===== config.mk =====
export PLATFORM = sky130hd
export DESIGN_NAME = aes_ctr_seq_flat
export DESIGN_NICKNAME = d
export VERILOG_FILES = /design/src/rtl/aes_ctr_seq_if.sv /design/src/rtl/aes_ctr_seq.sv /design/src/flat_wrapper.sv
export SDC_FILE = /design/constraint.sdc
export NUM_CORES = 1
export LEC_CHECK = 0
export ABC_CLOCK_PERIOD_IN_PS = 2100
export CAP_MARGIN = 20
export CELL_PAD_IN_SITES_DETAIL_PLACEMENT = 1
export CELL_PAD_IN_SITES_GLOBAL_PLACEMENT = 1
export CORE_AREA = 2 2 266 268
export DETAILED_ROUTE_END_ITERATION = 8
export DIE_AREA = 0 0 268 270
export MAX_ROUTING_LAYER = met4
export PLACE_DENSITY = 0.73
export SKIP_LAST_GASP = 1
export SLEW_MARGIN = 40
export SYNTH_ARGS = -nofsm -noshare
export SYNTH_HDL_FRONTEND = slang
export SYNTH_SLANG_ARGS = --single-unit

===== constraint.sdc =====
create_clock -name clk_i -period 2.1 [get_ports clk_i]
set_input_delay 0.21 -clock clk_i [delete_from_list [all_inputs] [get_ports clk_i]]
set_output_delay 0.21 -clock clk_i [all_outputs]
set_load 0.02 [all_outputs]

===== src/rtl/aes_ctr_seq_if.sv =====
// Signal bundle linking the register wrapper, the CTR sequencer
// and the AES core; clock and reset stay outside.
interface aes_ctr_seq_if #(
   parameter int NBLK_WIDTH = 16
);
   logic                  go_i;
   logic                  abort_i;
   logic [127:0]          cfg_iv_i;
   logic [NBLK_WIDTH-1:0] cfg_nblocks_i;
   logic                  din_valid_i;
   logic [127:0]          din_i;
   logic                  din_ready_o;
   logic                  core_start_o;
   logic [127:0]          core_block_o;
   logic [127:0]          core_out_i;
   logic                  core_valid_i;
   logic                  dout_valid_o;
   logic [127:0]          dout_o;
   logic                  dout_ready_i;
   logic                  busy_o;
   logic                  done_o;
   logic                  err_o;
   logic [NBLK_WIDTH-1:0] blk_cnt_o;

   modport slave (
      input  go_i, abort_i, cfg_iv_i, cfg_nblocks_i,
      input  din_valid_i, din_i, core_out_i, core_valid_i,
      input  dout_ready_i,
      output din_ready_o, core_start_o, core_block_o,
      output dout_valid_o, dout_o, busy_o, done_o, err_o,
      output blk_cnt_o
   );

   modport master (
      output go_i, abort_i, cfg_iv_i, cfg_nblocks_i,
      output din_valid_i, din_i, core_out_i, core_valid_i,
      output dout_ready_i,
      input  din_ready_o, core_start_o, core_block_o,
      input  dout_valid_o, dout_o, busy_o, done_o, err_o,
      input  blk_cnt_o
   );
endinterface


===== src/rtl/aes_ctr_seq.sv =====
// CTR-mode sequencer in front of the AES-192 core: feeds counter
// blocks to the core and XORs each core result with a data block.
module aes_ctr_seq #(
   parameter int CNT_WIDTH  = 32,
   parameter int NBLK_WIDTH = 16,
   parameter int TIMEOUT    = 64
) (
   input logic          clk_i,
   input logic          rst_ni,
   aes_ctr_seq_if.slave bus
);
   localparam int TW = $clog2(TIMEOUT + 1);

   typedef enum logic [2:0] {
      S_IDLE,
      S_LOAD,
      S_START,
      S_WAIT,
      S_EMIT,
      S_DONE
   } state_t;

   state_t                r_state;
   state_t                w_next;
   logic [127:0]          r_ctr;
   logic [NBLK_WIDTH-1:0] r_nblk;
   logic [NBLK_WIDTH-1:0] r_blk_cnt;
   logic [127:0]          r_din;
   logic [127:0]          r_dout;
   logic                  r_err;
   logic                  r_arm;
   logic [TW-1:0]         r_tmo;

   logic                  w_go;
   logic                  w_load;
   logic                  w_accept;
   logic                  w_tmo_hit;
   logic                  w_emit_hs;
   logic [NBLK_WIDTH-1:0] w_blk_inc;
   logic [127:0]          w_ctr_inc;

   // Only the low counter field wraps; the nonce part is never touched.
   assign w_ctr_inc = {
      r_ctr[127:CNT_WIDTH],
      r_ctr[CNT_WIDTH-1:0] + CNT_WIDTH'(1)
   };
   assign w_blk_inc = r_blk_cnt + NBLK_WIDTH'(1);

   assign w_go = (r_state == S_IDLE)
               & bus.go_i & ~bus.abort_i;
   assign w_load = (r_state == S_LOAD)
                 & bus.din_valid_i & ~bus.abort_i;
   // A valid seen before one low cycle is a leftover of the last block.
   assign w_accept = (r_state == S_WAIT)
                   & r_arm & bus.core_valid_i
                   & ~bus.abort_i;
   assign w_tmo_hit = (r_state == S_WAIT)
                    & ~w_accept & ~bus.abort_i
                    & (r_tmo == TW'(TIMEOUT - 1));
   assign w_emit_hs = (r_state == S_EMIT)
                    & bus.dout_ready_i & ~bus.abort_i;

   always_comb begin
      w_next = r_state;
      unique case (r_state)
         S_IDLE: begin
            if (bus.go_i) begin
               w_next = (bus.cfg_nblocks_i == '0)
                      ? S_DONE : S_LOAD;
            end
         end
         S_LOAD: begin
            if (bus.din_valid_i) w_next = S_START;
         end
         S_START: w_next = S_WAIT;
         S_WAIT: begin
            if (w_accept) begin
               w_next = S_EMIT;
            end else if (w_tmo_hit) begin
               w_next = S_IDLE;
            end
         end
         S_EMIT: begin
            if (bus.dout_ready_i) begin
               w_next = (w_blk_inc == r_nblk)
                      ? S_DONE : S_LOAD;
            end
         end
         S_DONE:  w_next = S_IDLE;
         default: w_next = S_IDLE;
      endcase
      if (bus.abort_i) w_next = S_IDLE;
   end

   always_ff @(posedge clk_i or negedge rst_ni) begin
      if (!rst_ni) begin
         r_state <= S_IDLE;
      end else begin
         r_state <= w_next;
      end
   end

   always_ff @(posedge clk_i or negedge rst_ni) begin
      if (!rst_ni) begin
         r_ctr     <= '0;
         r_nblk    <= '0;
         r_blk_cnt <= '0;
         r_din     <= '0;
         r_dout    <= '0;
         r_err     <= 1'b0;
         r_arm     <= 1'b0;
         r_tmo     <= '0;
      end else begin
         if (w_go) begin
            r_ctr     <= bus.cfg_iv_i;
            r_nblk    <= bus.cfg_nblocks_i;
            r_blk_cnt <= '0;
            r_err     <= 1'b0;
         end
         if (w_load) r_din <= bus.din_i;
         if (r_state == S_START) begin
            r_arm <= 1'b0;
            r_tmo <= '0;
         end
         if (r_state == S_WAIT) begin
            if (!bus.core_valid_i) r_arm <= 1'b1;
            r_tmo <= r_tmo + TW'(1);
         end
         if (w_accept) r_dout <= bus.core_out_i ^ r_din;
         if (w_tmo_hit) r_err <= 1'b1;
         if (w_emit_hs) begin
            r_blk_cnt <= w_blk_inc;
            r_ctr     <= w_ctr_inc;
         end
      end
   end

   assign bus.din_ready_o  = (r_state == S_LOAD);
   assign bus.core_start_o = (r_state == S_START);
   assign bus.core_block_o = r_ctr;
   assign bus.dout_valid_o = (r_state == S_EMIT);
   assign bus.dout_o       = r_dout;
   assign bus.busy_o       = (r_state != S_IDLE);
   assign bus.done_o       = (r_state == S_DONE);
   assign bus.err_o        = r_err;
   assign bus.blk_cnt_o    = r_blk_cnt;
endmodule


===== src/flat_wrapper.sv =====
// flat-port wrapper written by rule: the top's interface ports become plain ports
module aes_ctr_seq_flat 
#(
   parameter int CNT_WIDTH  = 32,
   parameter int NBLK_WIDTH = 16,
   parameter int TIMEOUT    = 64
)
  (clk_i, rst_ni, bus_go_i, bus_abort_i, bus_cfg_iv_i, bus_cfg_nblocks_i, bus_din_valid_i, bus_din_i, bus_core_out_i, bus_core_valid_i, bus_dout_ready_i, bus_din_ready_o, bus_core_start_o, bus_core_block_o, bus_dout_valid_o, bus_dout_o, bus_busy_o, bus_done_o, bus_err_o, bus_blk_cnt_o);
  aes_ctr_seq_if #(.NBLK_WIDTH(NBLK_WIDTH)) bus_i ();
  input logic clk_i;
  input logic rst_ni;
  input wire logic [$bits(bus_i.go_i)-1:0] bus_go_i;
  input wire logic [$bits(bus_i.abort_i)-1:0] bus_abort_i;
  input wire logic [$bits(bus_i.cfg_iv_i)-1:0] bus_cfg_iv_i;
  input wire logic [$bits(bus_i.cfg_nblocks_i)-1:0] bus_cfg_nblocks_i;
  input wire logic [$bits(bus_i.din_valid_i)-1:0] bus_din_valid_i;
  input wire logic [$bits(bus_i.din_i)-1:0] bus_din_i;
  input wire logic [$bits(bus_i.core_out_i)-1:0] bus_core_out_i;
  input wire logic [$bits(bus_i.core_valid_i)-1:0] bus_core_valid_i;
  input wire logic [$bits(bus_i.dout_ready_i)-1:0] bus_dout_ready_i;
  output wire logic [$bits(bus_i.din_ready_o)-1:0] bus_din_ready_o;
  output wire logic [$bits(bus_i.core_start_o)-1:0] bus_core_start_o;
  output wire logic [$bits(bus_i.core_block_o)-1:0] bus_core_block_o;
  output wire logic [$bits(bus_i.dout_valid_o)-1:0] bus_dout_valid_o;
  output wire logic [$bits(bus_i.dout_o)-1:0] bus_dout_o;
  output wire logic [$bits(bus_i.busy_o)-1:0] bus_busy_o;
  output wire logic [$bits(bus_i.done_o)-1:0] bus_done_o;
  output wire logic [$bits(bus_i.err_o)-1:0] bus_err_o;
  output wire logic [$bits(bus_i.blk_cnt_o)-1:0] bus_blk_cnt_o;
  assign bus_i.go_i = bus_go_i;
  assign bus_i.abort_i = bus_abort_i;
  assign bus_i.cfg_iv_i = bus_cfg_iv_i;
  assign bus_i.cfg_nblocks_i = bus_cfg_nblocks_i;
  assign bus_i.din_valid_i = bus_din_valid_i;
  assign bus_i.din_i = bus_din_i;
  assign bus_i.core_out_i = bus_core_out_i;
  assign bus_i.core_valid_i = bus_core_valid_i;
  assign bus_i.dout_ready_i = bus_dout_ready_i;
  assign bus_din_ready_o = bus_i.din_ready_o;
  assign bus_core_start_o = bus_i.core_start_o;
  assign bus_core_block_o = bus_i.core_block_o;
  assign bus_dout_valid_o = bus_i.dout_valid_o;
  assign bus_dout_o = bus_i.dout_o;
  assign bus_busy_o = bus_i.busy_o;
  assign bus_done_o = bus_i.done_o;
  assign bus_err_o = bus_i.err_o;
  assign bus_blk_cnt_o = bus_i.blk_cnt_o;
  aes_ctr_seq #(.CNT_WIDTH(CNT_WIDTH), .NBLK_WIDTH(NBLK_WIDTH), .TIMEOUT(TIMEOUT)) u_core (.clk_i(clk_i), .rst_ni(rst_ni), .bus(bus_i));
endmodule

Word-level counts from Yosys, hierarchy flattened
Cells that the tools add are included.
- bits in registers: 428
- input bits: 407
- output and inout bits: 278
- word-level logic and storage cells: 68
- add/sub/neg operators: 3
- equal/unequal tests: 11
- mux-type cells: 20
- bitwise logic cells: 16
- reductions and logical operators: 8
- operators with widths (cell ; number):
    128-bit XOR ; 1
    32-bit 2-to-1 mux ; 2
    32-bit by 1-bit adder with 32-bit output (second input constant) ; 1
    16-bit 2-to-1 mux ; 2
    3-bit 2-to-1 mux ; 8
    16-bit by 1-bit adder with 16-bit output (second input constant) ; 1
    16-bit equality test ; 1
    16-bit zero test ; 1
    3-bit one-hot mux with 5 select lines ; 1
    7-bit 2-to-1 mux ; 2
    1-bit AND ; 12
    3-bit != test (second input constant) ; 3
    7-bit by 1-bit adder with 7-bit output (second input constant) ; 1
    7-bit by 6-bit equality test with 1-bit output (second input constant) ; 1
    3-bit by 2-bit equality test with 1-bit output (second input constant) ; 2
    3-bit equality test (second input constant) ; 2
    2-bit nonzero test ; 3
    1-bit 2-to-1 mux ; 5
    4-bit by 2-bit != test with 1-bit output (second input constant) ; 1
    4-bit AND reduction ; 1
    3-bit by 1-bit equality test with 1-bit output (second input constant) ; 1
    3-bit zero test ; 1
    1-bit NOT ; 3
    3-bit nonzero test ; 1
    2-bit AND reduction ; 1

Depth between registers and ports, before layout
- depth in word-level cells: 12
- depth in mapped cells: 8
- mapped depth without buffers: 7

Worst setup path after synthesis
Ideal clock, no wire load.
- path kind: register to register
- start: register u_core.r_blk_cnt[0] (netlist: u_core.bus.blk_cnt_o[0])
- end: register u_core.r_state[2]
- data arrival time: 2.122 ns
- data required time: 2.005 ns
- slack: -0.118 ns
- cell stages (with the launch flop): 9
- period minus slack after synthesis: 2.218 ns
- path through: dfrtp_1 ha_1 and4_1 clkbuf_1 nand4_1 xnor2_1 nor4_1 nand4_1 o31ai_1
- cells in the longest elaborated chain, start to end: 6
- RTL lines (item ; RTL line ; text):
    start, declared ; aes_ctr_seq.sv:27 ; logic [NBLK_WIDTH-1:0] r_blk_cnt;
    start signal, assigned ; aes_ctr_seq.sv:132 ; r_blk_cnt <= w_blk_inc;
    16-bit by 1-bit adder with 16-bit output ; aes_ctr_seq.sv:47 ; assign w_blk_inc = r_blk_cnt + NBLK_WIDTH'(1);
    16-bit equality test ; aes_ctr_seq.sv:85 ; w_next = (w_blk_inc == r_nblk)
    3-bit 2-to-1 mux ; aes_ctr_seq.sv:86 ; ? S_DONE : S_LOAD;
    3-bit 2-to-1 mux ; aes_ctr_seq.sv:84 ; if (bus.dout_ready_i) begin
    3-bit one-hot mux with 5 select lines ; aes_ctr_seq.sv:65 ; unique case (r_state)
    3-bit 2-to-1 mux ; aes_ctr_seq.sv:92 ; if (bus.abort_i) w_next = S_IDLE;
    end signal, assigned ; aes_ctr_seq.sv:99 ; r_state <= w_next;
    end, declared ; aes_ctr_seq.sv:23 ; state_t r_state;
No other way between the ends. The select of a mux whose other input is x is not followed.
A chain may end at the register's enable or synchronous reset.

Worst setup path in the final report
- start: register u_core.r_state[1]
- end: register u_core.r_ctr[7] (netlist: u_core.bus.core_block_o[7])
- cells in the longest elaborated chain, start to end: 4
- RTL lines (item ; RTL line ; text):
    3-bit equality test or 3-bit zero test (tied branches) ; aes_ctr_seq.sv:60, aes_ctr_seq.sv:49 ;
    1-bit AND (on tied branches) (2 in series) ; aes_ctr_seq.sv:61, aes_ctr_seq.sv:50 ;
    32-bit 2-to-1 mux or 2-bit nonzero test (tied branches) ; - ;
    end signal, assigned ; aes_ctr_seq.sv:115 ; r_ctr <= bus.cfg_iv_i;
    end signal, assigned ; aes_ctr_seq.sv:133 ; r_ctr <= w_ctr_inc;
    end, declared ; aes_ctr_seq.sv:25 ; logic [127:0] r_ctr;
Parallel ways exist; a longest one is shown, timed or not.

==> impl_metrics.env <==
export IMPL_period_needed_ns=2.08
export IMPL_period_share_pct=98.9
export IMPL_chipWidth_um=268
export IMPL_routed_via_count=16240
export IMPL_worstHoldStart="bus_cfg_iv_i[89]"
export IMPL_critPathKind="reg -> reg"
export IMPL_yosys_most_used_dff="dfrtp_1"
export IMPL_outcome="finished clean"
export IMPL_r2r_slack_ns=0.02
export IMPL_setup_viol=0
export IMPL_clkTransAtPathRegs_ns=0.06
export IMPL_synth_distinct_cells=52
export IMPL_critPathLaunchType="register"
export IMPL_crit_chain="or3b_4 -> or3b_4 -> buf_12 -> buf_12 -> nor4_4 -> a21oi_2 -> nand2_1"
export IMPL_drc_errors=0
export IMPL_die_h_um=270
export IMPL_synth_area_um2=18400
export IMPL_grt_overflow=0
export IMPL_die_area_um2=72400
export IMPL_cts_buffers=51
export IMPL_port_buffers=684
export IMPL_ys_ff_latch=428
export IMPL_vias_per_cell=4.61
export IMPL_ant_nets=0
export IMPL_critPathTopFamily="simple AND/OR/NAND/NOR gates"
export IMPL_tns_ns=0
export IMPL_end_kind="register"
export IMPL_num_nets_final=2934
export IMPL_htree_levels=2
export IMPL_drtIter0Drc=823
export IMPL_reg2reg_from="u_core.r_state[1]"
export IMPL_p_leak_uw=0.0126
export IMPL_initial_core_util_pct=26.5
export IMPL_drive_above_1_share_pct=14.6
export IMPL_wirelength_mm=71.8
export IMPL_final_setup_skew_ns=0.0159
export IMPL_cap_viol_max_count=0
export IMPL_dr_pass1_iters=5
export IMPL_startpoint="u_core.r_state[1]"
export IMPL_first_global_vias=18282
export IMPL_max_freq_ghz=0.481
export IMPL_grt_max_degree=119
export IMPL_clk_insertion_delay_late_ns=0.61
export IMPL_hold_viol_final=0
export IMPL_power_density_nw_per_um2=1390
export IMPL_final_cell_mix="clkdlybuf4s50_1, dfrtp_1, nand2_1"
export IMPL_max_stage_delay_ns=0.44
export IMPL_worstHoldPathType="in -> reg"
export IMPL_synth_enable_flop_cells=0
export IMPL_cp_max_fo=27
export IMPL_clock_path_buffers=3
export IMPL_synth_net_count=2175
export IMPL_floorplan_rows=97
export IMPL_grt_usage_pct=20.0
export IMPL_whs_ns=0.135
export IMPL_grt_first_pass_wirelength_mm=108
export IMPL_ys_seq_area_share_pct=58.2
export IMPL_irDropWorstVdd_uv=773
export IMPL_async_flop_share_pct=100
export IMPL_worstPathRequired_ns=2.64
export IMPL_synth_warnings=0
export IMPL_layout_commonest_cell="clkdlybuf4s50_1"
export IMPL_io_pins=685
export IMPL_grt_setup_unrepaired="true"
export IMPL_cts_tree="done"
export IMPL_antenna_found_initial=14
export IMPL_hold_depth=3
export IMPL_dp_hpwl_mm=53.8
export IMPL_slew_violations=0
export IMPL_gp_congestion=0.918
export IMPL_core_area_um2=69500
export IMPL_worst_r2r_endpoint="u_core.bus.core_block_o[7]"
export IMPL_slowest_stage="or3b_4"
export IMPL_clkSinkCount=428
export IMPL_post_drt_wl_per_cell_um=20.4
export IMPL_hold_end="u_core.bus.core_block_o[89]"
export IMPL_synthCells=1765
export IMPL_root_buffer="clkbuf_16"
export IMPL_path_buf_inv=2
export IMPL_area_growth_pct=58.7
export IMPL_ff2ff_path_depth=7
export IMPL_tightest_slew_ns=0.706
export IMPL_slew_headroom_pct=52.9
export IMPL_syn_area_per_cell_um2=10.4
export IMPL_crit_arrival_ns=2.62
==> per-layer routing <==
layer | GRT usage [%] | wire length (µm) | vias up
met5 | - | 0 | -
met4 | 7.75 | 2620 | 0
met3 | 4.85 | 4200 | 140
met2 | 34.8 | 37400 | 483
met1 | 21.9 | 27600 | 8190
li1 | - | - | 7427
==> flip-flops by register name (all words and copies together) (netlist names) <==
name                     flops
u_core.r_arm                 1
u_core.bus.core_block_o    128
u_core.bus.err_o             1
u_core.r_tmo                 7
u_core.r_state               3
u_core.bus.dout_o          128
u_core.r_nblk               16
u_core.r_din               128
u_core.bus.blk_cnt_o        16
==> what timing repair did <==
item / in CTS / in global routing
hold buffers: 1 / 0
pin swaps: 1 / 9
hold endpoints to repair: 47 / 0
setup buffers: 1 / 4
gates cloned: 0 / 3
endpoints found under the setup margin: 17 / 40
resized for setup: 30 / 41
==> worst min-delay path, stage by stage <==
cell,delay [ns]
clkdlybuf4s50_1,0.40
nand2_1,0.06
nand2_1,0.04
==> worst max path at each step <==
| stage | to | cells after the start |
|---|---|---|
| finish | u_core.bus.core_block_o[7] | 7 |
| global route | u_core.bus.core_block_o[19] | 7 |
| CTS | bus_done_o | 4 |
| detailed placement | u_core.bus.core_block_o[26] | 6 |
| global placement | u_core.bus.dout_o[86] | 8 |
| floorplan | u_core.bus.core_block_o[102] | 8 |
==> logic make-up after synthesis <==
group	after synthesis	synth area share, %
buffers and inverters	105	2.45
AOI/OAI and AO/OA	256	7.98
muxes	135	8.21
and+or+nand+nor	686	15.7
xor gates and xnor gates	152	7.23
DFF	428	58.2
adders and majority gates	3	0.204
==> Yosys cell counts, types with 2 or more instances <==
cell	n	share of area, %
a31oi_1	8	0.27
and4_1	2	0.095
mux2i_1	7	0.38
a211o_1	3	0.14
nor4_4	4	0.46
ha_1	3	0.20
nand2b_1	4	0.14
inv_1	7	0.14
dfrtp_1	428	58
o211ai_1	2	0.082
or3_1	2	0.068
nand4b_1	2	0.095
buf_1	5	0.10
and2_1	5	0.17
nor2_1	164	3.3
mux2_2	128	7.8
o311ai_0	11	0.52
or2_2	2	0.068
o21ai_0	57	1.6
nor3b_1	4	0.16
or3b_4	2	0.12
xnor2_1	143	6.8
nand3_1	31	0.84
nor3_1	13	0.35
clkbuf_1	55	1.1
a21o_1	2	0.082
buf_2	36	0.98
nand4_1	12	0.41
nor2b_1	2	0.068
nand2_1	412	8.4
nor4_1	11	0.37
and3_1	8	0.27
a21oi_1	144	3.9
o41ai_1	2	0.095
o31ai_1	8	0.33
xor2_1	9	0.43
a221o_1	12	0.65
==> per-stage QoR <==
step | total power (µW) | worst slack, ns | instance area [µm²] | util [%] | std cells
finish | 40600 | 0.0226 | 29200 | 42.0 | 3519
CTS | 41000 | -0.0492 | 28900 | 41.6 | 3498
global route | 42900 | -0.0380 | 29200 | 42.0 | 3519
detailed placement | 31500 | -0.0862 | 27200 | 39.1 | 3402
floorplan | 22600 | 0.0351 | 18400 | - | 1765
global placement | 30600 | 0.0485 | 27200 | 39.1 | 3402
==> area by class of cell <==
| type | instances | area [µm²] |
|---|---|---|
| Antenna cell | 14 | 35.0 |
| Clock buffer | 80 | 1550 |
| Clock inverter | 14 | 169 |
| Fill cell | 7673 | 40300 |
| Inverter | 7 | 26.3 |
| Multi-Input combinational cell | 1232 | 7410 |
| Sequential cell | 428 | 10700 |
| Tap cell | 940 | 1180 |
| Timing Repair Buffer | 804 | 8120 |
==> report_power, final <==
group,internal [µW],total (µW),switching [µW]
Sequential,12000,14600,2640
Clock,5330,9090,3760
Combinational,8380,16900,8480
Total,25700,40600,14900
Power figures use the tool's default switching activity.
